--- src/rtl/ccd_line_framer.sv ---
`default_nettype none
// ============================================================================
// Module   : ccd_line_framer
// Brief    : Strips lead/overscan pixels of each CCD line and frames the active
//            pixels (SOL/EOL) into a small backpressure FIFO.
//            Optional DARK_SUB_EN: optical-black average subtracted from pixels.
// Revision : 1.0 - initial release
// ============================================================================
module ccd_line_framer #(
    parameter int LEAD_PIX   = 32,
    parameter int DARK_START = 16,
    parameter int DARK_LOG2  = 3,
    parameter int ACTIVE_PIX = 2048,
    parameter int FIFO_LOG2  = 3
) (
    input  logic        clk_80M,
    input  logic        rst_n,
    input  logic        en,
    input  logic        line_start,
    input  logic        pix_clk,
    input  logic [15:0] pix_data,
    output logic [15:0] m_tdata,
    output logic        m_tvalid,
    input  logic        m_tready,
    output logic        m_tuser,
    output logic        m_tlast,
    output logic        ovf,
    output logic        short_line,
    input  logic        clr_status
);

    localparam int c_DARK_N   = 2 ** DARK_LOG2;
    localparam int c_SPAN0    = (LEAD_PIX > ACTIVE_PIX) ? LEAD_PIX : ACTIVE_PIX;
    localparam int c_SPAN     = (c_SPAN0 > DARK_START + c_DARK_N) ? c_SPAN0 : DARK_START + c_DARK_N;
    localparam int c_CNT_W    = ($clog2(c_SPAN) > 12) ? $clog2(c_SPAN) : 12;
    localparam int c_DEPTH    = 2 ** FIFO_LOG2;
    localparam int c_FIFO_CW  = FIFO_LOG2 + 1;

    localparam logic [c_CNT_W-1:0]   c_LEAD_LAST  = c_CNT_W'(LEAD_PIX - 1);
    localparam logic [c_CNT_W-1:0]   c_ACT_LAST   = c_CNT_W'(ACTIVE_PIX - 1);
    localparam logic [c_CNT_W-1:0]   c_CNT_ONE    = c_CNT_W'(1);
    localparam logic [c_FIFO_CW-1:0] c_DEPTH_CNT  = c_FIFO_CW'(c_DEPTH);
    localparam logic [c_FIFO_CW-1:0] c_FIFO_ONE   = c_FIFO_CW'(1);

    typedef enum logic [1:0] {
        S_IDLE   = 2'd0,
        S_LEAD   = 2'd1,
        S_ACTIVE = 2'd2,
        S_TAIL   = 2'd3
    } state_t;

    state_t               r_state;
    state_t               w_state_next;
    logic [c_CNT_W-1:0]   r_pix_cnt;
    logic [c_CNT_W-1:0]   w_pix_cnt_next;
    logic                 r_pix_clk_d;
    logic                 w_pix_edge;
    logic                 w_cap_en;
    logic                 w_cap_user;
    logic                 w_cap_last;
    logic                 w_set_short;
    logic                 w_lead_done;
    logic [15:0]          w_pix_proc;

    assign w_pix_edge = pix_clk & ~r_pix_clk_d;

    always_ff @(posedge clk_80M or negedge rst_n) begin
        if (!rst_n) begin
            r_state     <= S_IDLE;
            r_pix_cnt   <= '0;
            r_pix_clk_d <= 1'b0;
        end else begin
            r_state     <= w_state_next;
            r_pix_cnt   <= w_pix_cnt_next;
            r_pix_clk_d <= pix_clk;
        end
    end

    // line_start always wins; a strobe in the same cycle is discarded
    always_comb begin
        w_state_next   = r_state;
        w_pix_cnt_next = r_pix_cnt;
        w_cap_en       = 1'b0;
        w_cap_user     = 1'b0;
        w_cap_last     = 1'b0;
        w_set_short    = 1'b0;
        w_lead_done    = 1'b0;
        if (line_start) begin
            w_pix_cnt_next = '0;
            case (r_state)
                S_LEAD:   w_state_next = S_LEAD;
                S_ACTIVE: begin
                    w_state_next = S_LEAD;
                    w_set_short  = 1'b1;
                end
                default:  w_state_next = en ? S_LEAD : S_IDLE;
            endcase
        end else if (w_pix_edge) begin
            case (r_state)
                S_LEAD: begin
                    if (r_pix_cnt == c_LEAD_LAST) begin
                        w_state_next   = S_ACTIVE;
                        w_pix_cnt_next = '0;
                        w_lead_done    = 1'b1;
                    end else begin
                        w_pix_cnt_next = r_pix_cnt + c_CNT_ONE;
                    end
                end
                S_ACTIVE: begin
                    w_cap_en   = 1'b1;
                    w_cap_user = (r_pix_cnt == '0);
                    w_cap_last = (r_pix_cnt == c_ACT_LAST);
                    if (w_cap_last) begin
                        w_state_next   = S_TAIL;
                        w_pix_cnt_next = '0;
                    end else begin
                        w_pix_cnt_next = r_pix_cnt + c_CNT_ONE;
                    end
                end
                default: ;
            endcase
        end
    end

`ifdef DARK_SUB_EN
    localparam int                 c_SUM_W      = 16 + DARK_LOG2;
    localparam logic [c_CNT_W-1:0] c_DARK_FIRST = c_CNT_W'(DARK_START);
    localparam logic [c_CNT_W-1:0] c_DARK_CNT   = c_CNT_W'(c_DARK_N);

    logic [c_SUM_W-1:0] r_dark_sum;
    logic [c_SUM_W-1:0] w_dark_sum_next;
    logic [15:0]        r_dark;
    logic [c_CNT_W-1:0] w_dark_off;
    logic               w_in_dark;

    // indices below DARK_START wrap to large offsets, so one compare bounds the window
    assign w_dark_off      = r_pix_cnt - c_DARK_FIRST;
    assign w_in_dark       = (r_state == S_LEAD) && w_pix_edge && !line_start && (w_dark_off < c_DARK_CNT);
    assign w_dark_sum_next = r_dark_sum + (w_in_dark ? c_SUM_W'(pix_data) : '0);

    always_ff @(posedge clk_80M or negedge rst_n) begin
        if (!rst_n) begin
            r_dark_sum <= '0;
            r_dark     <= '0;
        end else begin
            if (line_start) begin
                r_dark_sum <= '0;
            end else if (w_in_dark) begin
                r_dark_sum <= w_dark_sum_next;
            end
            if (w_lead_done) begin
                r_dark <= w_dark_sum_next[c_SUM_W-1:DARK_LOG2];
            end
        end
    end

    assign w_pix_proc = (pix_data > r_dark) ? (pix_data - r_dark) : 16'd0;
`else
    assign w_pix_proc = pix_data;
`endif

    logic        r_cap_valid;
    logic        r_cap_user;
    logic        r_cap_last;
    logic [15:0] r_cap_data;

    always_ff @(posedge clk_80M or negedge rst_n) begin
        if (!rst_n) begin
            r_cap_valid <= 1'b0;
            r_cap_user  <= 1'b0;
            r_cap_last  <= 1'b0;
            r_cap_data  <= '0;
        end else begin
            r_cap_valid <= w_cap_en;
            if (w_cap_en) begin
                r_cap_user <= w_cap_user;
                r_cap_last <= w_cap_last;
                r_cap_data <= w_pix_proc;
            end
        end
    end

    logic [17:0]          r_mem [c_DEPTH];
    logic [FIFO_LOG2-1:0] r_wr_ptr;
    logic [FIFO_LOG2-1:0] r_rd_ptr;
    logic [c_FIFO_CW-1:0] r_count;
    logic                 w_full;
    logic                 w_pop;
    logic                 w_push;
    logic                 w_drop;
    logic [17:0]          w_head;

    assign w_full   = (r_count == c_DEPTH_CNT);
    assign m_tvalid = (r_count != '0);
    assign w_pop    = m_tvalid & m_tready;
    // a pop in the same cycle frees the slot, so a full FIFO still accepts
    assign w_push   = r_cap_valid & (~w_full | w_pop);
    assign w_drop   = r_cap_valid & w_full & ~w_pop;
    assign w_head   = m_tvalid ? r_mem[r_rd_ptr] : 18'd0;

    assign m_tuser  = w_head[17];
    assign m_tlast  = w_head[16];
    assign m_tdata  = w_head[15:0];

    always_ff @(posedge clk_80M) begin
        if (w_push) begin
            r_mem[r_wr_ptr] <= {r_cap_user, r_cap_last, r_cap_data};
        end
    end

    always_ff @(posedge clk_80M or negedge rst_n) begin
        if (!rst_n) begin
            r_wr_ptr   <= '0;
            r_rd_ptr   <= '0;
            r_count    <= '0;
            ovf        <= 1'b0;
            short_line <= 1'b0;
        end else begin
            if (w_push) begin
                r_wr_ptr <= r_wr_ptr + 1'b1;
            end
            if (w_pop) begin
                r_rd_ptr <= r_rd_ptr + 1'b1;
            end
            case ({w_push, w_pop})
                2'b10:   r_count <= r_count + c_FIFO_ONE;
                2'b01:   r_count <= r_count - c_FIFO_ONE;
                default: ;
            endcase
            ovf        <= (ovf & ~clr_status) | w_drop;
            short_line <= (short_line & ~clr_status) | w_set_short;
        end
    end

endmodule
`default_nettype wire

--- config.mk ---
export PLATFORM = sky130hd
export DESIGN_NAME = ccd_line_framer
export DESIGN_NICKNAME = d
export VERILOG_FILES = /design/src/rtl/ccd_line_framer.sv
export SDC_FILE = /design/constraint.sdc
export NUM_CORES = 1
export LEC_CHECK = 0
export CORE_ASPECT_RATIO = 0.6
export CORE_MARGIN = 2
export CORE_UTILIZATION = 45
export CTS_CLUSTER_DIAMETER = 100
export DETAILED_ROUTE_END_ITERATION = 12
export SLEW_MARGIN = 20
export SYNTH_ARGS = -nofsm -noshare
export SYNTH_HDL_FRONTEND = slang
export SYNTH_SLANG_ARGS = --single-unit
--- constraint.sdc ---
create_clock -name clk_80M -period 8.3 [get_ports clk_80M]
set_input_delay 1.66 -clock clk_80M [delete_from_list [all_inputs] [get_ports clk_80M]]
set_output_delay 1.66 -clock clk_80M [all_outputs]
set_load 0.02 [all_outputs]
# --- Word-level counts from Yosys, hierarchy flattened ---
# Memories as Yosys holds them, arrays and structs flattened.
# Index checks and enable logic that the tools add are counted.
word_totals:
  word_cells: 75
  ff_bits: 46
  output_inout_bits: 21
  mem_bits_rw: 144
  input_bits: 23
  mem_count: 1
memory_table:
  columns: ["memory", "depth", "word_bits", "rd", "rd_clocked_by_memory_dff", "write_ports", "line_no", "text"]
  rows:
  - ["r_mem", 8, 18, 1, 0, 1, "183", "logic [17:0] r_mem [c_DEPTH];"]
classes:
  eq_ne: 9
  bitwise_logic: 14
  n_mux: 26
  n_reduce_logical: 8
  n_addsub: 5
op_table:
  columns: ["op", "count"]
  rows:
  - ["2-to-1 mux 12 bit", 4]
  - ["one-hot mux 12 bit (2 select lines)", 1]
  - ["2-to-1 mux 18 bit", 1]
  - ["2-to-1 mux 1 bit", 14]
  - ["adder 12 x 1 -> 12 bit, second input constant", 1]
  - ["equality test 12 x 11 -> 1 bit, second input constant", 1]
  - ["equality test 12 x 5 -> 1 bit, second input constant", 1]
  - ["logical NOT 12 bit", 1]
  - ["2-to-1 mux 2 bit", 4]
  - ["one-hot mux 4 bit (2 select lines)", 1]
  - ["bitwise AND 1 bit", 7]
  - ["adder 3 x 1 -> 3 bit, second input constant", 2]
  - ["!= test 3 bit, second input constant", 2]
  - ["adder 4 x 1 -> 4 bit, second input constant", 1]
  - ["equality test 2 x 1 -> 1 bit, second input constant", 2]
  - ["equality test 2 bit, second input constant", 2]
  - ["equality test 4 bit, second input constant", 1]
  - ["NOT 1 bit", 4]
  - ["one-hot mux 2 bit (2 select lines)", 1]
  - ["AND reduction 4 bit", 1]
  - ["nonzero test 2 bit", 2]
  - ["nonzero test 4 bit", 1]
  - ["subtractor 4 x 1 -> 4 bit, second input constant", 1]
  - ["bitwise OR 1 bit", 3]
  - ["3 further kinds", 3]

# --- Depth between registers and ports, before layout ---
# Gate-level depths: netlist (run 1).
depth:
  ltp_word: 6
  depth_mapped: 7
  depth_no_buf: 7

# --- Worst setup path after synthesis (run 1) ---
# Ideal clock, no wire load.
synth_path:
  path_kind: "input to register"
  start: "input m_tready"
  end: "memory r_mem[0][0], enable pin"
  arrival_time_ns: 3.681
  cell_stages: 3
  required_ns: 7.861
  n_path_buf: 0
  setup_time_ns: 0.439
  slack_ns: 4.180
  path_cell_list: "nand2b_1 -> o21ai_1 -> nor4_1"
synth_via:
  elab_chain_len: 5
synth_lines:
  columns: ["item", "line_no", "text"]
  rows:
  - ["start: declaration", "24", "input logic m_tready,"]
  - ["bitwise AND 1 bit", "195", "assign w_pop = m_tvalid & m_tready;"]
  - ["bitwise OR 1 bit", "197", "assign w_push = r_cap_valid & (~w_full | w_pop);"]
  - ["bitwise AND 1 bit", "197", null]
  - ["2-to-1 mux 1 bit", "206", "if (w_push) begin"]
  - ["2-to-1 mux 1 bit (implied by the code)", "207", "r_mem[r_wr_ptr] <= {r_cap_user, r_cap_last, r_cap_data};"]
  - ["end: declaration", "183", null]
# Every way passes these cells.

# --- Final worst setup path (run 1) ---
layout_path:
  start: "register r_rd_ptr[0]"
  end: "output m_tdata[1]"
layout_via:
  elab_chain_len: 2
layout_lines:
  columns: ["item", "line_no", "text"]
  rows:
  - ["start: declaration", "185", "logic [FIFO_LOG2-1:0] r_rd_ptr;"]
  - ["start signal: assignment", "223", "r_rd_ptr <= r_rd_ptr + 1'b1;"]
  - ["memory read (8 x 18 bit)", null, null]
  - ["2-to-1 mux 18 bit", "199", "assign w_head = m_tvalid ? r_mem[r_rd_ptr] : 18'd0;"]
  - ["end: declaration", "22", "output logic [15:0] m_tdata,"]
# Every way passes these cells.

==> results of run 1 <==
[cell usage in the layout (no fill, tap or decap), types with 3 or more instances in the layout]
cell type	n
inv_8	4
clkdlybuf4s50_1	42
o21ai_0	8
nand3_1	9
mux4_2	36
nand4_1	8
nand2b_1	4
xnor2_1	5
inv_6	3
buf_4	14
nor2_1	29
a21oi_1	10
mux2_2	19
inv_1	15
o22ai_1	3
dfrtp_1	45
clkinv_4	3
o31ai_1	3
clkbuf_16	17
mux2i_1	19
nand2_1	13
nor3_2	5
ha_1	7
nor3_1	3
edfxtp_1	144
xor2_1	3
[power breakdown]
part	switching, W	internal (W)
Sequential	0.0000819	0.00109
Combinational	0.000372	0.000387
Clock	0.000384	0.000400
Total	0.000838	0.00187
[registers in the layout, indices dropped and copies added (netlist names), 2 cells and up]
register    count
r_mem         144
r_cap_data     16
r_pix_cnt      12
r_count         4
r_rd_ptr        3
r_wr_ptr        3
r_state         2
[worst max-delay path, cell delays in order (launching register included)]
cell and delay (ps):
dfrtp_2 570, buf_4 580, mux4_2 580, mux2i_1 210, nor2_1 70, clkdlybuf4s50_1 560
[worst max-delay path by stage]
stage | from | endpoint | slack (ps) | cells past startpoint
6_report | r_rd_ptr[0] | m_tdata[1] | 3630 | 5
5_1_grt | r_rd_ptr[0] | m_tdata[1] | 3390 | 5
4_1_cts | r_rd_ptr[0] | m_tdata[1] | 3500 | 5
3_5_place_dp | r_rd_ptr[0] | m_tdata[1] | 3970 | 5
3_3_place_gp | r_rd_ptr[0] | m_tdata[1] | 3990 | 5
2_1_floorplan | m_tready | r_mem[0][0] | 4180 | 3
[cell families (layout without fill, tap and decap cells)]
group | after synthesis | in the layout | share of synthesized area (%)
adder cells (fa/ha/maj) | 7 | 7 | 1.14
AND/OR/NAND/NOR | 91 | 91 | 6.13
AO/OA/AOI/OAI | 37 | 37 | 3.29
XOR/XNOR | 8 | 8 | 0.908
multiplexers | 74 | 74 | 15.7
buffers and inverters | 33 | 104 | 1.82
flip-flops | 190 | 190 | 71.0
[final cells by class]
type	count	area, sq um
fillers	1388	7880
flip-flops and latches	190	5480
multi-input cells	217	2140
repair buffers	57	531
clock buffers	17	425
well taps	234	293
clock inverters	15	149
inverters	15	56.3
[layer usage]
metal	GRT usage, %	share of wire (%)
met1	27.1	51
met2	26.7	44
met3	4.26	3.6
met4	4.96	0.74
met5	0	0
[stage by stage]
stage / hold slack [ps] / setup slack (ps) / cells
2_1_floorplan: 513 / 4180 / 440
3_3_place_gp: 509 / 3990 / 713
3_5_place_dp: 526 / 3970 / 713
4_1_cts: 538 / 3500 / 745
5_1_grt: 569 / 3390 / 745
6_report: 534 / 3630 / 745
==> results.sh, run 1 <==
export IMPL_cts_setup_buffers=0
export IMPL_drt_iter0_drc=363
export IMPL_vias=4102
export IMPL_dp_hpwl_microns=9150
export IMPL_wire_per_inst_microns=20.6
export IMPL_clock_latency_ps=430
export IMPL_clk_pin_slew_ps=80
export IMPL_rsz0062_at_grt="false"
export IMPL_peakVddDrop_mv=0.145
export IMPL_reg2reg_depth=4
export IMPL_cts_buffers=17
export IMPL_cts_sinks=190
export IMPL_die_w_microns=173
export IMPL_dpl_cell_area_sq_um=8490
export IMPL_drv_slew=0
export IMPL_grt_usage_pct=18.1
export IMPL_n_antenna_cell=0
export IMPL_ios=44
export IMPL_cts_tree="built"
export IMPL_fin_worst_skew_ps=15.6
export IMPL_min_path_type="reg -> reg"
export IMPL_syn_inst=440
export IMPL_synth_area_leaders="edfxtp_1 (56%), dfrtp_1 (15%), mux4_2 (11%)"
export IMPL_synth_most_common_cell="edfxtp_1"
export IMPL_slew_headroom_pct=28.1
export IMPL_io_buffers=43
export IMPL_yosys_top_cells_count="edfxtp_1 (144), dfrtp_1 (46), mux4_2 (36)"
export IMPL_finalCriticalPeriod_ps=4670
export IMPL_yosysSeqAreaShare_pct=71.0
export IMPL_cp_max_fo=28
export IMPL_die_area_sq_um=18200
export IMPL_coreArea_sq_um=16900
export IMPL_start_kind="flip-flop"
export IMPL_wl_microns=15400
export IMPL_holdPathEnd="short_line"
export IMPL_gp_congestion=0.805
export IMPL_synth_top_area_share_pct=56.0
export IMPL_drv_cap=0
export IMPL_synth_nets=470
export IMPL_hold_viol=0
export IMPL_ant_nets=0
export IMPL_status="finished clean"
export IMPL_cts_max_level=4
export IMPL_drc=0
export IMPL_hold_buffers=0
export IMPL_end_kind="output pin"
export IMPL_root_buffer="clkbuf_16"
export IMPL_finalPower_w=0.00271
export IMPL_grt_remaining_overflow=0
export IMPL_tns_ps=0
export IMPL_grt_max_degree=47
export IMPL_yosysWarnings=0
export IMPL_grt_pass1_vias=4207
export IMPL_drive_gt1_share_pct=22.9
export IMPL_fp_dieH_microns=105
export IMPL_max_freq_ghz=0.214
export IMPL_worstPathRequired_ps=6640
export IMPL_synth_seq_cells=190
export IMPL_cts_resized=0
export IMPL_grt_antenna_before_repair=0
export IMPL_min_from="short_line"
export IMPL_synth_avg_cell_area_sq_um=17.5
export IMPL_whs_path_depth=2
export IMPL_drtPass1Iterations=4
export IMPL_worstMarginPinSlew_ps=1060
export IMPL_r2r_start="r_count[1]"
export IMPL_nets=528
export IMPL_start_util_pct=45.5
export IMPL_p_leak_nw=3.18
export IMPL_path_class="reg -> out"
export IMPL_arrival_ps=3010
export IMPL_synthArstFlopShare_pct=24.2
export IMPL_synth_cell_types=48
export IMPL_yosys_area_top_type="edfxtp_1"
export IMPL_synth_area_sq_um=7710
export IMPL_period_share_pct=56.2
export IMPL_r2r_end="r_mem[2][10]"
export IMPL_grt_pass1_wl_microns=24400
export IMPL_final_area_sq_um=9070
export IMPL_r2r_setup_slack_ps=5700
export IMPL_synth_edf_count=144
export IMPL_rows=37
export IMPL_yosys_most_used_dff="edfxtp_1"
export IMPL_finalSetupViolCount=0
export IMPL_area_growth_syn_to_layout_pct=17.5
export IMPL_viasPerCell=5.51
export IMPL_cts_path_max_buffers=2
export IMPL_powerDensity_nw_per_um2=299
export IMPL_postLayoutCoreUtil_pct=53.5
Power figures use the tool's default switching activity.
==> inputs of run 2 (changes only) <==
==> constraint.sdc (replaced) <==
create_clock -name clk_80M -period 4.4 [get_ports clk_80M]
set_input_delay 0.88 -clock clk_80M [delete_from_list [all_inputs] [get_ports clk_80M]]
set_output_delay 0.88 -clock clk_80M [all_outputs]
set_load 0.02 [all_outputs]
==> run 2 against run 1 <==
Clock power up 88%. Critical path depth stayed put. Setup slack got worse by 3000 ps. Power is 90% higher.
==> results.sh, run 2 (synthesis gave the netlist of run 1 again) <==
export IMPL_r2r_start="r_count[1]"
export IMPL_largest_registers="r_mem (144), r_cap_data (16), r_pix_cnt (12)"
export IMPL_drv_slew=0
export IMPL_dpl_cell_area_sq_um=8530
export IMPL_die_area_sq_um=18200
export IMPL_max_freq_ghz=0.269
export IMPL_slew_headroom_pct=57.4
export IMPL_grt_antenna_before_repair=0
export IMPL_root_buffer="clkbuf_16"
export IMPL_worstMarginPinSlew_ps=634
export IMPL_wire_per_inst_microns=20.3
export IMPL_start_kind="flip-flop"
export IMPL_grt_usage_pct=17.9
export IMPL_wl_microns=15200
export IMPL_r2r_end="r_mem[1][10]"
export IMPL_grt_pass1_wl_microns=24100
export IMPL_cts_setup_buffers=0
export IMPL_powerDensity_nw_per_um2=564
export IMPL_status="finished clean"
export IMPL_finalCriticalPeriod_ps=3720
export IMPL_tns_ps=0
export IMPL_dp_hpwl_microns=9160
export IMPL_clock_latency_ps=430
export IMPL_final_cell_mix="edfxtp_1 (144), dfrtp_1 (45), clkdlybuf4s50_1 (42)"
export IMPL_vias=4081
export IMPL_cts_max_level=4
export IMPL_grtUsageMet3_pct=4.47
export IMPL_drive_gt1_share_pct=23.4
export IMPL_cts_tree="built"
export IMPL_drc=0
export IMPL_final_area_sq_um=9110
export IMPL_peakVddDrop_mv=0.296
export IMPL_coreArea_sq_um=16900
export IMPL_cts_buffers=17
export IMPL_use_met2_pct=25.2
export IMPL_viasPerCell=5.46
export IMPL_critPathMaxStageDelay_ps=760
export IMPL_drv_cap=0
export IMPL_finalSetupViolCount=0
export IMPL_end_kind="output pin"
export IMPL_p_leak_nw=3.20
export IMPL_cts_resized=0
export IMPL_rsz0062_at_grt="false"
export IMPL_cts_path_max_buffers=2
export IMPL_n_antenna_cell=0
export IMPL_cts_sinks=190
export IMPL_grt_remaining_overflow=0
export IMPL_io_buffers=43
export IMPL_layout_setup_ws_ps=676
export IMPL_period_share_pct=84.6
export IMPL_start_util_pct=45.5
export IMPL_crit_chain="buf_12 -> mux4_2 -> mux2i_1 -> nor2_1 -> clkdlybuf4s50_1"
export IMPL_arrival_ps=2840
export IMPL_grt_met1_usage_pct=27.5
export IMPL_nets=530
export IMPL_hold_viol=0
export IMPL_cp_max_fo=22
export IMPL_area_growth_syn_to_layout_pct=18.0
export IMPL_clk_pin_slew_ps=70
export IMPL_dp_slack_ps=1080
export IMPL_fin_worst_skew_ps=8.22
export IMPL_drt_iter0_drc=258
export IMPL_largest_register="r_mem"
export IMPL_path_class="reg -> out"
export IMPL_gp_congestion=0.775
export IMPL_r2r_setup_slack_ps=2130
export IMPL_grt_pass1_vias=4215
export IMPL_slowest_stage="dfrtp_2"
export IMPL_hold_buffers=0
export IMPL_fp_dieH_microns=105
export IMPL_ant_nets=0
export IMPL_final_common_cell="edfxtp_1"
export IMPL_grt_busiest_layer="met1"
export IMPL_rows=37
export IMPL_worstPathRequired_ps=3520
export IMPL_drtPass1Iterations=5
export IMPL_ios=44
export IMPL_die_w_microns=173
export IMPL_largest_register_ff_count=144
export IMPL_grt_max_degree=33
export IMPL_reg2reg_depth=5
export IMPL_min_path_type="in -> async"
run 2: cell count changes in the layout (fill, tap and decap cells not counted):
cell,change
buf_12,+2
clkinv_1,-1
clkinv_4,+1
inv_6,+1
inv_8,-1
nor2_2,+1
nor2_4,-1
run 2: worst max path at each step:
stage	startpoint	end	slack, ps	depth (start not counted)
finish	r_rd_ptr[0]	m_tdata[7]	680	5
detailed placement	r_rd_ptr[0]	m_tdata[4]	1080	5
global route	r_rd_ptr[0]	m_tdata[4]	480	5
global placement	r_rd_ptr[0]	m_tdata[0]	1100	5
CTS	r_rd_ptr[0]	m_tdata[4]	620	5
floorplan	m_tready	r_mem[0][0]	1060	3
run 2: where the power goes:
group / switching [W] / internal [W]
sequential: 0.000208 / 0.00205
combinational: 0.000646 / 0.000763
clock: 0.000718 / 0.000755
total: 0.00157 / 0.00356
run 2: layer usage:
metal / wire, microns / share of wire (%)
met1: 7600 / 50
met2: 6580 / 43
met3: 856 / 5.6
met4: 141 / 0.93
met5: 0 / 0
run 2: critical path, delay by kind of cell, from the launching register on:
kind,cells,cell delay (ps)
flops,1,760
buf+inv,2,860
mux,2,720
simple gates,1,60
run 2: final cells by class:
| class | count | area, sq um |
|---|---|---|
| clock buffers | 17 | 425 |
| clock inverters | 15 | 151 |
| fillers | 1390 | 7840 |
| inverters | 15 | 56.3 |
| multi-input cells | 217 | 2130 |
| flip-flops and latches | 190 | 5480 |
| well taps | 234 | 293 |
| repair buffers | 59 | 571 |
run 2: through the flow:
step | hold slack (ps) | total power, W | cells | utilization (%)
finish | 373 | 0.00514 | 747 | 53.7
global placement | 509 | 0.00370 | 715 | 50.3
CTS | 389 | 0.00519 | 747 | 53.7
detailed placement | 532 | 0.00372 | 715 | 50.3
floorplan | 513 | 0.00316 | 440 | -
global route | 394 | 0.00538 | 747 | 53.7
==> inputs of run 3 (changes only) <==
==> constraint.sdc (replaced) <==
create_clock -name clk_80M -period 3.9 [get_ports clk_80M]
set_input_delay 0.78 -clock clk_80M [delete_from_list [all_inputs] [get_ports clk_80M]]
set_output_delay 0.78 -clock clk_80M [all_outputs]
set_load 0.02 [all_outputs]
==> run 3 against run 2 <==
Register-to-register slack worse by 520 ps. Utilization up 0.34 points. Die area unchanged. Critical path type unchanged. First-iteration DRC count is 31% higher. Worst hold slack improved by 78 ps. Non-clock buffer count grew 2. Global-route usage grew 0.33 points. Sequential power grew 9.3%. Final area up 0.63%. Sequential share of layout area is 0.38 points lower.
==> results.sh, run 3 (synthesis gave the netlist of run 1 again) <==
export IMPL_grt_pass1_vias=4239
export IMPL_crit_family="buffers and inverters"
export IMPL_finalSetupViolCount=0
export IMPL_drive_gt1_share_pct=23.7
export IMPL_met1_length_microns=7480
export IMPL_cts_resized=0
export IMPL_largest_register="r_mem"
export IMPL_cts_tree="built"
export IMPL_drt_iter0_drc=339
export IMPL_route_met2_wl_microns=6870
export IMPL_period_share_pct=85.5
export IMPL_clk_pin_slew_ps=80
export IMPL_cts_sinks=190
export IMPL_critPathMaxStageDelay_ps=560
export IMPL_powerDensity_nw_per_um2=653
export IMPL_p_clk_share_pct=31.2
export IMPL_switching_power_w=0.00179
export IMPL_slowest_stage="mux4_2"
export IMPL_status="finished clean"
export IMPL_wl_microns=15300
export IMPL_arrival_ps=2560
export IMPL_switching_share_pct=29.9
export IMPL_root_buffer="clkbuf_16"
export IMPL_ios=44
export IMPL_hold_buffers=0
export IMPL_power_share_combinational_pct=27.7
export IMPL_finalPower_w=0.00598
export IMPL_fin_worst_skew_ps=12.9
export IMPL_grt_pass1_wl_microns=24600
export IMPL_cts_path_max_buffers=2
export IMPL_grt_max_degree=39
export IMPL_peakVddDrop_mv=0.344
export IMPL_drv_cap=0
export IMPL_die_area_sq_um=18200
export IMPL_area_growth_syn_to_layout_pct=18.8
export IMPL_grt_remaining_overflow=0
export IMPL_grt_antenna_before_repair=0
export IMPL_largest_register_ff_count=144
export IMPL_vias=4137
export IMPL_cp_max_fo=22
export IMPL_seq_power_share_pct=41.2
export IMPL_rsz0062_at_grt="false"
export IMPL_io_buffers=43
export IMPL_drc=0
export IMPL_coreArea_sq_um=16900
export IMPL_hold_viol=0
export IMPL_path_class="reg -> out"
export IMPL_die_w_microns=173
export IMPL_drv_slew=0
export IMPL_p_int_w=0.00419
export IMPL_cts_max_level=4
export IMPL_start_util_pct=45.5
export IMPL_top_layer_used="met4"
export IMPL_min_path_type="in -> async"
export IMPL_grt_usage_pct=18.3
export IMPL_start_kind="flip-flop"
export IMPL_finalCriticalPeriod_ps=3340
export IMPL_path_buf_inv=2
export IMPL_ant_nets=0
export IMPL_cts_buffers=17
export IMPL_drtPass1Iterations=5
export IMPL_max_freq_ghz=0.300
export IMPL_nets=532
export IMPL_dp_hpwl_microns=9210
export IMPL_cts_setup_buffers=0
export IMPL_end_kind="output pin"
export IMPL_final_cell_mix="edfxtp_1 (144), dfrtp_1 (45), clkdlybuf4s50_1 (42)"
export IMPL_n_antenna_cell=0
export IMPL_worstPathRequired_ps=3120
export IMPL_clock_latency_ps=420
export IMPL_largest_registers="r_mem (144), r_cap_data (16), r_pix_cnt (12)"
export IMPL_wire_per_inst_microns=20.5
export IMPL_rows=37
export IMPL_worstMarginPinSlew_ps=829
export IMPL_slew_headroom_pct=44.7
export IMPL_p_leak_nw=3.24
export IMPL_viasPerCell=5.52
export IMPL_met3_length_microns=862
export IMPL_final_common_cell="edfxtp_1"
export IMPL_fp_dieH_microns=105
export IMPL_crit_chain="buf_4 -> mux4_2 -> mux2i_1 -> nor2_1 -> clkdlybuf4s50_1"
export IMPL_tns_ps=0
export IMPL_gp_congestion=0.788
==> run 3: changes by cell type in the layout (fill, tap and decap cells not counted) <==
| cell | delta |
|---|---|
| buf_4 | +4 |
| buf_12 | -2 |
| inv_8 | +1 |
| bufinv_16 | +3 |
| clkinvlp_4 | -1 |
| clkinv_4 | -3 |
==> run 3: power by group through the flow <==
stage                     clock network (W)  registers (W)  logic [W]
after global placement                    0        0.00250    0.00167
after floorplan                           0        0.00244    0.00112
after CTS                           0.00190        0.00246    0.00169
final                               0.00186        0.00246    0.00166
after detailed placement                  0        0.00251    0.00168
after global routing                0.00200        0.00248    0.00180
==> run 3: routing by layer <==
metal | vias up | track usage [%]
li1 | 1860 | -
met1 | 2136 | 27.8
met2 | 128 | 26.7
met3 | 13 | 4.00
met4 | 0 | 5.02
met5 | - | 0
==> run 3: per-stage QoR <==
step / util (%) / instances / cell area [sq um] / hold WS (ps) / setup slack [ps]
5_1_grt: 54.1 / 749 / 9160 / 490 / 412
4_1_cts: 54.1 / 749 / 9160 / 470 / 483
3_5_place_dp: 50.3 / 717 / 8520 / 516 / 880
3_3_place_gp: 50.3 / 717 / 8520 / 505 / 900
2_1_floorplan: - / 440 / 7710 / 484 / 660
6_report: 54.1 / 749 / 9160 / 450 / 565
==> run 3: area by class of cell <==
type,count,area (sq um)
clock buffer,17,425
clock inverter,15,219
fill,1392,7780
inverter,15,56.3
multi-input combinational,217,2130
sequential,190,5480
tap,234,293
timing repair buffer,61,561
==> run 3: worst paths after layout <==
path	start	to	slack, ps	cells after the start
setup / recovery	r_rd_ptr[0]	m_tlast	560	5
hold / removal	rst_n	r_cap_data[9]	450	1
setup reg to reg	r_count[0]	r_mem[4][1]	1610	4
hold reg to reg	short_line	short_line	520	2
max in group asynchronous	rst_n	r_cap_data[4]	2650	2
min in group clk_80M	short_line	short_line	520	2
